## src/rtl/booth_radix4_multiplier_if.sv

```systemverilog
// Operand/handshake bundle for the radix-4 Booth multiplier.
// The master drives the operands and start; the slave returns busy, ready and Result.
interface booth_radix4_multiplier_if #(
  parameter int unsigned WORD_LENGTH = 8
);
  logic                       start;
  logic                       Sign;
  logic [WORD_LENGTH-1:0]     Multiplicand;
  logic [WORD_LENGTH-1:0]     Multiplier;
  logic                       busy;
  logic                       ready;
  logic [2*WORD_LENGTH-1:0]   Result;

  modport master (
    output start, Sign, Multiplicand, Multiplier,
    input  busy, ready, Result
  );

  modport slave (
    input  start, Sign, Multiplicand, Multiplier,
    output busy, ready, Result
  );
endinterface

```

## src/rtl/booth_radix4_multiplier.sv

```systemverilog
// Sequential modified-Booth (radix-4) multiplier, WORD_LENGTH x WORD_LENGTH -> 2*WORD_LENGTH,
// signed or unsigned per operation, start/ready handshake, one operation in flight.
module booth_radix4_multiplier #(
  parameter int unsigned WORD_LENGTH = 8
) (
  input  logic                      clk,
  input  logic                      reset,
  booth_radix4_multiplier_if.slave  bus
);

  localparam int unsigned WL   = WORD_LENGTH;
  localparam int unsigned ITER = WL / 2 + 1;
  localparam int unsigned XW   = WL + 2;        // extended operand width
  localparam int unsigned HW   = WL + 4;        // high half, holds running sum plus +-2A headroom
  localparam int unsigned LW   = XW + 1;        // multiplier field plus appended Booth bit
  localparam int unsigned AW   = HW + LW;
  localparam int unsigned PW   = 2 * WL;
  localparam int unsigned CW   = $clog2(ITER + 1);

  if ((WL % 2) != 0 || WL < 4 || WL > 32) begin : g_bad_width
    $error("booth_radix4_multiplier: WORD_LENGTH must be even and within 4..32");
  end

  typedef enum logic [1:0] {
    IDLE,
    CALC,
    DONE
  } state_t;

  state_t          state;
  logic [HW-1:0]   a_ext;
  logic [AW-1:0]   acc;
  logic [CW-1:0]   count;
  logic            busy;
  logic            ready;
  logic [PW-1:0]   result;

  logic [HW-1:0]   a_load;
  logic [XW-1:0]   b_load;
  logic [HW-1:0]   pp;
  logic [HW-1:0]   hi_sum;
  logic [AW-1:0]   acc_next;

  // Operand extension, Booth recode of the 3 LSBs, add into the high half, arithmetic shift by 2.
  always_comb begin
    a_load = '0;
    b_load = '0;
    if (bus.Sign) begin
      a_load = HW'($signed(bus.Multiplicand));
      b_load = XW'($signed(bus.Multiplier));
    end else begin
      a_load = HW'(bus.Multiplicand);
      b_load = XW'(bus.Multiplier);
    end

    pp = '0;
    case (acc[2:0])
      3'b001, 3'b010: pp = a_ext;
      3'b011:         pp = HW'(a_ext << 1);
      3'b100:         pp = HW'(-(a_ext << 1));
      3'b101, 3'b110: pp = HW'(-a_ext);
      default:        pp = '0;
    endcase

    hi_sum   = acc[AW-1:LW] + pp;
    acc_next = AW'($signed({hi_sum, acc[LW-1:0]}) >>> 2);
  end

  // Control FSM with registered handshake outputs; start is only honoured outside CALC.
  always_ff @(posedge clk or posedge reset) begin
    if (reset) begin
      state  <= IDLE;
      a_ext  <= '0;
      acc    <= '0;
      count  <= '0;
      busy   <= 1'b0;
      ready  <= 1'b0;
      result <= '0;
    end else begin
      case (state)
        IDLE, DONE: begin
          ready <= 1'b0;
          if (bus.start) begin
            a_ext <= a_load;
            acc   <= {HW'(0), b_load, 1'b0};
            count <= '0;
            busy  <= 1'b1;
            state <= CALC;
          end else begin
            state <= IDLE;
          end
        end
        CALC: begin
          acc   <= acc_next;
          count <= count + CW'(1);
          if (count == CW'(ITER - 1)) begin
            // Product sits one bit above the appended Booth bit after the final shift.
            result <= acc_next[PW:1];
            ready  <= 1'b1;
            busy   <= 1'b0;
            state  <= DONE;
          end
        end
        default: state <= IDLE;
      endcase
    end
  end

  assign bus.busy   = busy;
  assign bus.ready  = ready;
  assign bus.Result = result;

endmodule

```

## src/flat_wrapper.sv

```systemverilog
// flat-port wrapper written by rule: the top's interface ports become plain ports
module booth_radix4_multiplier_flat 
#(
  parameter int unsigned WORD_LENGTH = 8
)
  (clk, reset, bus_start, bus_Sign, bus_Multiplicand, bus_Multiplier, bus_busy, bus_ready, bus_Result);
  booth_radix4_multiplier_if #(.WORD_LENGTH(WORD_LENGTH)) bus_i ();
  input  logic clk;
  input  logic reset;
  input wire logic [$bits(bus_i.start)-1:0] bus_start;
  input wire logic [$bits(bus_i.Sign)-1:0] bus_Sign;
  input wire logic [$bits(bus_i.Multiplicand)-1:0] bus_Multiplicand;
  input wire logic [$bits(bus_i.Multiplier)-1:0] bus_Multiplier;
  output wire logic [$bits(bus_i.busy)-1:0] bus_busy;
  output wire logic [$bits(bus_i.ready)-1:0] bus_ready;
  output wire logic [$bits(bus_i.Result)-1:0] bus_Result;
  assign bus_i.start = bus_start;
  assign bus_i.Sign = bus_Sign;
  assign bus_i.Multiplicand = bus_Multiplicand;
  assign bus_i.Multiplier = bus_Multiplier;
  assign bus_busy = bus_i.busy;
  assign bus_ready = bus_i.ready;
  assign bus_Result = bus_i.Result;
  booth_radix4_multiplier #(.WORD_LENGTH(WORD_LENGTH)) u_core (.clk(clk), .reset(reset), .bus(bus_i));
endmodule
```

## config.mk

```make
export PLATFORM = sky130hd
export DESIGN_NAME = booth_radix4_multiplier_flat
export DESIGN_NICKNAME = d
export VERILOG_FILES = /design/src/rtl/booth_radix4_multiplier_if.sv /design/src/rtl/booth_radix4_multiplier.sv /design/src/flat_wrapper.sv
export SDC_FILE = /design/constraint.sdc
export NUM_CORES = 1
export LEC_CHECK = 0
export ABC_AREA = 1
export BUFFER_PORTS_ARGS = -buffer_cell sky130_fd_sc_hd__buf_2
export CAP_MARGIN = 30
export CORE_MARGIN = 1.5
export CORE_UTILIZATION = 50
export CTS_CLUSTER_SIZE = 10
export DETAILED_ROUTE_END_ITERATION = 10
export PLACE_DENSITY = 0.74
export SLEW_MARGIN = 5
export SYNTH_ARGS = -nofsm -noshare
export SYNTH_HDL_FRONTEND = slang
export SYNTH_SLANG_ARGS = --single-unit
```

## constraint.sdc

```tcl
create_clock -name clk -period 3.5 [get_ports clk]
set_clock_uncertainty 0.2 [all_clocks]
set_input_delay 0.7 -clock clk [delete_from_list [all_inputs] [get_ports clk]]
set_output_delay 0.7 -clock clk [all_outputs]
set_load 0.02 [all_outputs]
```

======== Yosys cells after proc, flatten, opt, wreduce, memory -nomap -nowiden ========
Index checks and enable logic that the tools add are counted.
storage, ports and cells
  register bits ........................... 58
  latch bits .............................. 0
  memory bits (writable) .................. 0
  ROM bits ................................ 0
  output and inout bits ................... 18
  word-level logic and storage cells ...... 47
  memories kept ........................... 0
cells by class
  $add $sub $neg .......................... 4
  multipliers ............................. 0
  divide/modulo/power cells ............... 0
  $lt $le $gt $ge ......................... 0
  equal/unequal tests ..................... 11
  shifts and indexed selects .............. 0
  mux-type cells .......................... 15
  bitwise operators ....................... 0
  reductions and logical operators ........ 10
operators with widths
  cell                                           number
  one-hot mux 12 bit (4 select lines)            1
  one-hot mux 23 bit (2 select lines)            1
  negation 12 bit                                2
  2-to-1 mux 23 bit                              1
  adder 12 bit                                   1
  == test 3 bit, second input constant           4
  2-to-1 mux 12 bit                              1
  2-to-1 mux 10 bit                              1
  AND reduction 2 bit                            4
  == test 3 x 2 -> 1 bit, second input constant  2
  one-hot mux 3 bit (2 select lines)             1
  OR reduction 2 bit                             3
  2-to-1 mux 1 bit                               4
  one-hot mux 1 bit (2 select lines)             2
  one-hot mux 2 bit (2 select lines)             1
  adder 3 x 1 -> 3 bit, second input constant    1
  == test 3 x 1 -> 1 bit, second input constant  1
  2-to-1 mux 3 bit                               1
  AND reduction 3 bit                            1
  == test 2 x 1 -> 1 bit, second input constant  1
  == test 2 bit, second input constant           1
  logical NOT 2 bit                              1
  2-to-1 mux 2 bit                               1
  != test 2 x 1 -> 1 bit, second input constant  1
  other kinds (2)                                2

======== Longest topological paths before layout ========
  depth in word-level cells ............... 5
  mapped depth ............................ 18

======== Least setup slack after synthesis ========
No wires, ideal clock.
  path type ............................... reg-to-reg
  start point ............................. register u_core.a_ext[1]
  end point ............................... register u_core.acc[14]
  library setup time ...................... 0.136 ns
  arrival time ............................ 2.343 ns
  data required time ...................... 3.164 ns
  path slack .............................. 0.822 ns
  cell stages (with the launch flop) ...... 17
  path buffers ............................ 0
  cells stage by stage .................... dfrtp_1 -> inv_1 -> ha_1 -> nand2_1 -> nor2_2 -> xor2_1 -> inv_1 -> nand2_1 -> o21ai_0 -> a21oi_1 -> o21ai_0 -> ha_1 -> a21oi_1 -> o21ai_1 -> a21oi_1 -> xor2_1 -> o21ai_0
on the way
  cells in the longest elaborated chain, start to end .. 4
  elaborated cells on any way between the ends .. 5
RTL lines
  element                                RTL line                                                      text
  start: declaration                     booth_radix4_multiplier.sv:31                                 logic [HW-1:0] a_ext;
  start signal: assignment               booth_radix4_multiplier.sv:84                                 a_ext <= a_load;
  negation 12 bit (on tied branches)     booth_radix4_multiplier.sv:61, booth_radix4_multiplier.sv:60
  one-hot mux 12 bit (4 select lines) *  booth_radix4_multiplier.sv:57                                 case (acc[2:0])
  adder 12 bit *                         booth_radix4_multiplier.sv:65                                 hi_sum = acc[AW-1:LW] + pp;
  one-hot mux 23 bit (2 select lines) *  booth_radix4_multiplier.sv:80                                 case (state)
  end signal: assignment                 booth_radix4_multiplier.sv:85                                 acc <= {HW'(0), b_load, 1'b0};
  end signal: assignment                 booth_radix4_multiplier.sv:94                                 acc <= acc_next;
  end: declaration                       booth_radix4_multiplier.sv:32                                 logic [AW-1:0] acc;
Mark *: on every way between the ends. The rest lies on a longest branch, timed or not.
A chain may end at the register's enable or synchronous reset.

======== Worst setup path in the final report ========
  start point ............................. register u_core.a_ext[0]
  end point ............................... register u_core.acc[16]
The elaborated chain is that of the path after synthesis.

==> impl_metrics.yaml <==
die:
  width_of_the_chip_um: 80.7
  floorplan.die_area_mm2: 0.00651
  num_io_pins: 38
  fp-row-count: 28
  effective_utilization_at_floorplan_pct: 51.3
  die-height_um: 80.7
  fp.coreArea_mm2: 0.00589
grt:
  grtUsageMet1_pct: 30.8
  grt_use_met2_pct: 36.9
  gr-total-overflow: 0
  use_met3_pct: 4.09
  grt_antenna_before_repair: 0
  maximum_number_of_pins_on_one_net_before_global_route_repair: 43
  grt.busiest_layer: "met2"
  grt_usage_pct: 22.9
  wire_length_of_the_first_global_routing_pass_mm: 11.6
  first_global_vias: 2527
placement:
  port_buffers: 37
  globalplace.congestion: 1.03
  total_placed_cells_including_tap_cells: 486
  dp_hpwl_mm: 5.19
timing:
  setup_violations: 0
  grt_setup_unrepaired: "false"
  highest_clock_rate_mhz: 328
  timing.max_slew.rel_slack_pct: 43.7
  final.setup.tns_ns: 0
  finalWorstPathRequiredPeriod_ns: 3.05
  slew_worst_pin_ns: 0.843
  final_hold_violating_endpoints: 0
  final.period_utilization_pct: 87.2
  timing_max_transition_violations_final: 0
cts:
  cts_tree: "yes"
  post_cts_hold_buffer_count: 0
  postCtsResizedCells: 0
  cts_max_path_buffers: 2
  path_clk_slew_ns: 0.10
  post_cts_setup_buffers: 0
  cts-root-buf: "sky130_fd_sc_hd__clkbuf_8"
  latest_clock_arrival_within_the_worst_skew_pair_ns: 0.32
  cts_sink_count: 53
  numCtsBuffers: 5
  htree_num_levels: 2
worst_setup_path:
  crit_chain: "inv_1 > ha_1 > nand2_1 > nor2_2 > xor2_1 > inv_1 > nand2_1 > o21ai_0 > a21oi_1 > o21ai_0 > ha_1 > a21oi_1 > o21ai_1 > a21oi_1 > o21ai_0 > nand2_1 > nand3_1 > nand2_1"
  worst-endpoint-arrival_ns: 3.10
  crit_path_end_kind: "register"
  critPathRequiredTime_ns: 3.55
  critical_path.top_delay_family: "compound AO/OA/AOI/OAI gates"
  critPathBufInv: 2
  setup.worst_path.class: "register to register"
  crit_path_top_delay_cell: "sky130_fd_sc_hd__dfrtp_1"
  startpoint_type: "register"
  slowest_delay_ns: 0.42
  crit_top_cell: "sky130_fd_sc_hd__nand2_1"
  critical_path_peak_fanout: 4
logic_synthesis:
  number_of_enable_flip_flop_cells_after_synthesis: 0
  synth_area_leaders: "sky130_fd_sc_hd__dfrtp_1 44%, sky130_fd_sc_hd__nand2_1 15%, sky130_fd_sc_hd__ha_1 5.8%, sky130_fd_sc_hd__o21ai_0 5.3%, sky130_fd_sc_hd__nand3_1 4.6%"
  synth_sequential_area_ratio_pct: 43.9
  synthDominantCellAreaShare_pct: 43.9
  synth.most_common_cell: "sky130_fd_sc_hd__nand2_1"
  synthArstFlopShare_pct: 100
  syn_nets: 414
  number_of_warning_messages_in_the_yosys_log: 0
  synth.top_cells.by_count: "119 x sky130_fd_sc_hd__nand2_1, 53 x sky130_fd_sc_hd__dfrtp_1, 33 x sky130_fd_sc_hd__inv_1"
  synth.avg_cell_area_um2: 7.96
  synthesis.instances: 379
  yosys.area.top_type: "sky130_fd_sc_hd__dfrtp_1"
  ys_dominant_reg_cell: "sky130_fd_sc_hd__dfrtp_1"
  synth_cell_types: 36
  synth.cell_area_mm2: 0.00302
  total_of_flip_flops_plus_latches_after_synthesis: 53
status:
  status: "complete, no violations"
detailed_routing:
  wl_per_cell_um: 13.7
  drc: 0
  initialDrtViolationCount: 151
  detail_routed_via_count_per_cell: 5.29
  firstDrtPassIters: 4
  drt.antenna.violating_nets: 0
  routed_wirelength_mm: 6.78
  vias: 2611
finish:
  antenna_cells: 0
  fillCellCount: 561
  fin_nets: 453
  drive_above_1_share_pct: 15.0
  layout-area-overhead-vs-synth_pct: 12.5
  final_cell_count_no_fill: 494
job:
  cap_viol_max_count: 0
min_path:
  worstHoldPathType: "register to register"
## worst register-to-register path: cells and delay by family, from the launching register on
kind	cells	cell delay (ns)
AO/OA/AOI/OAI	7	0.97
buffers and inverters	2	0.19
flip-flops	1	0.42
AND/OR/NAND/NOR	6	0.54
adder cells (fa/ha/maj)	2	0.54
XOR/XNOR	1	0.16
## final timing paths
| path | from | end | slack, ns | cells past startpoint |
|---|---|---|---|---|
| setup reg to reg | u_core.a_ext[0] | u_core.acc[16] | 0.45 | 18 |
| setup / recovery | u_core.a_ext[0] | u_core.acc[16] | 0.45 | 18 |
| min in group asynchronous | reset | u_core.count[2] | 0.34 | 2 |
| max in group asynchronous | reset | u_core.a_ext[7] | 2.12 | 3 |
| hold reg to reg | u_core.bus.Result[10] | u_core.bus.Result[10] | 0.28 | 2 |
| hold / removal | u_core.bus.Result[10] | u_core.bus.Result[10] | 0.28 | 2 |
## stage by stage
stage | area, um2 | utilization, % | hold WS [ns] | setup slack, ns
after floorplan | 3020 | - | 0.247 | 0.822
after global placement | 3280 | 55.7 | 0.251 | 0.640
after detailed placement | 3280 | 55.7 | 0.256 | 0.494
after CTS | 3400 | 57.7 | 0.282 | 0.465
after global routing | 3400 | 57.7 | 0.313 | 0.161
final | 3400 | 57.7 | 0.277 | 0.450
## cell usage in the layout (no fill, tap or decap)
| master | synthesis | layout |
|---|---|---|
| sky130_fd_sc_hd__buf_2 | 5 | 37 |
| sky130_fd_sc_hd__inv_1 | 33 | 32 |
| sky130_fd_sc_hd__nand3b_1 | 1 | 1 |
| sky130_fd_sc_hd__o22ai_1 | 2 | 2 |
| sky130_fd_sc_hd__a22o_1 | 1 | 1 |
| sky130_fd_sc_hd__xor2_1 | 9 | 9 |
| sky130_fd_sc_hd__or3_1 | 1 | 1 |
| sky130_fd_sc_hd__ha_1 | 14 | 14 |
| sky130_fd_sc_hd__o2111ai_1 | 5 | 5 |
| sky130_fd_sc_hd__o221ai_1 | 7 | 7 |
| sky130_fd_sc_hd__nand2_2 | 2 | 2 |
| sky130_fd_sc_hd__o21ai_1 | 4 | 4 |
| sky130_fd_sc_hd__clkinv_1 | 1 | 1 |
| sky130_fd_sc_hd__fa_1 | 1 | 1 |
| sky130_fd_sc_hd__dfrtp_1 | 53 | 53 |
| sky130_fd_sc_hd__clkbuf_8 | 0 | 5 |
| sky130_fd_sc_hd__a21oi_1 | 13 | 13 |
| sky130_fd_sc_hd__o211ai_1 | 3 | 3 |
| sky130_fd_sc_hd__o21bai_1 | 1 | 1 |
| sky130_fd_sc_hd__o21ai_0 | 32 | 32 |
| sky130_fd_sc_hd__nand2_1 | 119 | 119 |
| sky130_fd_sc_hd__a31oi_1 | 1 | 1 |
| sky130_fd_sc_hd__nand4_1 | 3 | 3 |
| sky130_fd_sc_hd__xnor2_1 | 3 | 3 |
| sky130_fd_sc_hd__nor3_2 | 1 | 1 |
| sky130_fd_sc_hd__bufinv_16 | 0 | 1 |
| sky130_fd_sc_hd__nand3_2 | 1 | 1 |
| sky130_fd_sc_hd__buf_4 | 0 | 4 |
| sky130_fd_sc_hd__inv_2 | 3 | 4 |
| sky130_fd_sc_hd__nor2_8 | 1 | 1 |
| sky130_fd_sc_hd__nor2_2 | 2 | 2 |
| sky130_fd_sc_hd__a21boi_0 | 1 | 1 |
| sky130_fd_sc_hd__nor2_4 | 1 | 1 |
| sky130_fd_sc_hd__o21ai_2 | 1 | 1 |
| sky130_fd_sc_hd__or2_2 | 1 | 1 |
| sky130_fd_sc_hd__inv_6 | 0 | 2 |
| sky130_fd_sc_hd__nand3_1 | 28 | 28 |
| sky130_fd_sc_hd__nor2_1 | 21 | 21 |
## cells by family after synthesis
group / Yosys count / share of synthesized area (%)
AO/OA/AOI/OAI: 71 / 14.1
XOR/XNOR: 12 / 3.48
adder cells (fa/ha/maj): 15 / 6.47
buffers and inverters: 46 / 6.18
flip-flops: 53 / 43.9
AND/OR/NAND/NOR: 182 / 25.9
## per-layer routing
metal / up-vias / share of wire [%]
li1: 1334 / -
met1: 1216 / 48
met2: 53 / 47
met3: 8 / 3.8
met4: 0 / 1.2
met5: - / 0
## cell type report
cell class              instances  area [um2]  share of cell area [%]
multi-input cells             280        1510                    44.3
flip-flops and latches         53        1330                    39.1
clock inverters                 3        47.5                    1.40
clock buffers                   5        68.8                    2.03
well taps                      75        93.8                    2.76
repair buffers                 41         215                    6.34
inverters                      37         139                    4.09
## registers in the layout (all words and copies together) (netlist names)
name and cells:
u_core.bus.busy 1, u_core.count 3, u_core.acc 21, u_core.a_ext 9, u_core.bus.ready 1, u_core.state 2
u_core.bus.Result 16
Power is not shown: default switching activity piles up to over one toggle a cycle in this logic, so the estimate is an artifact.
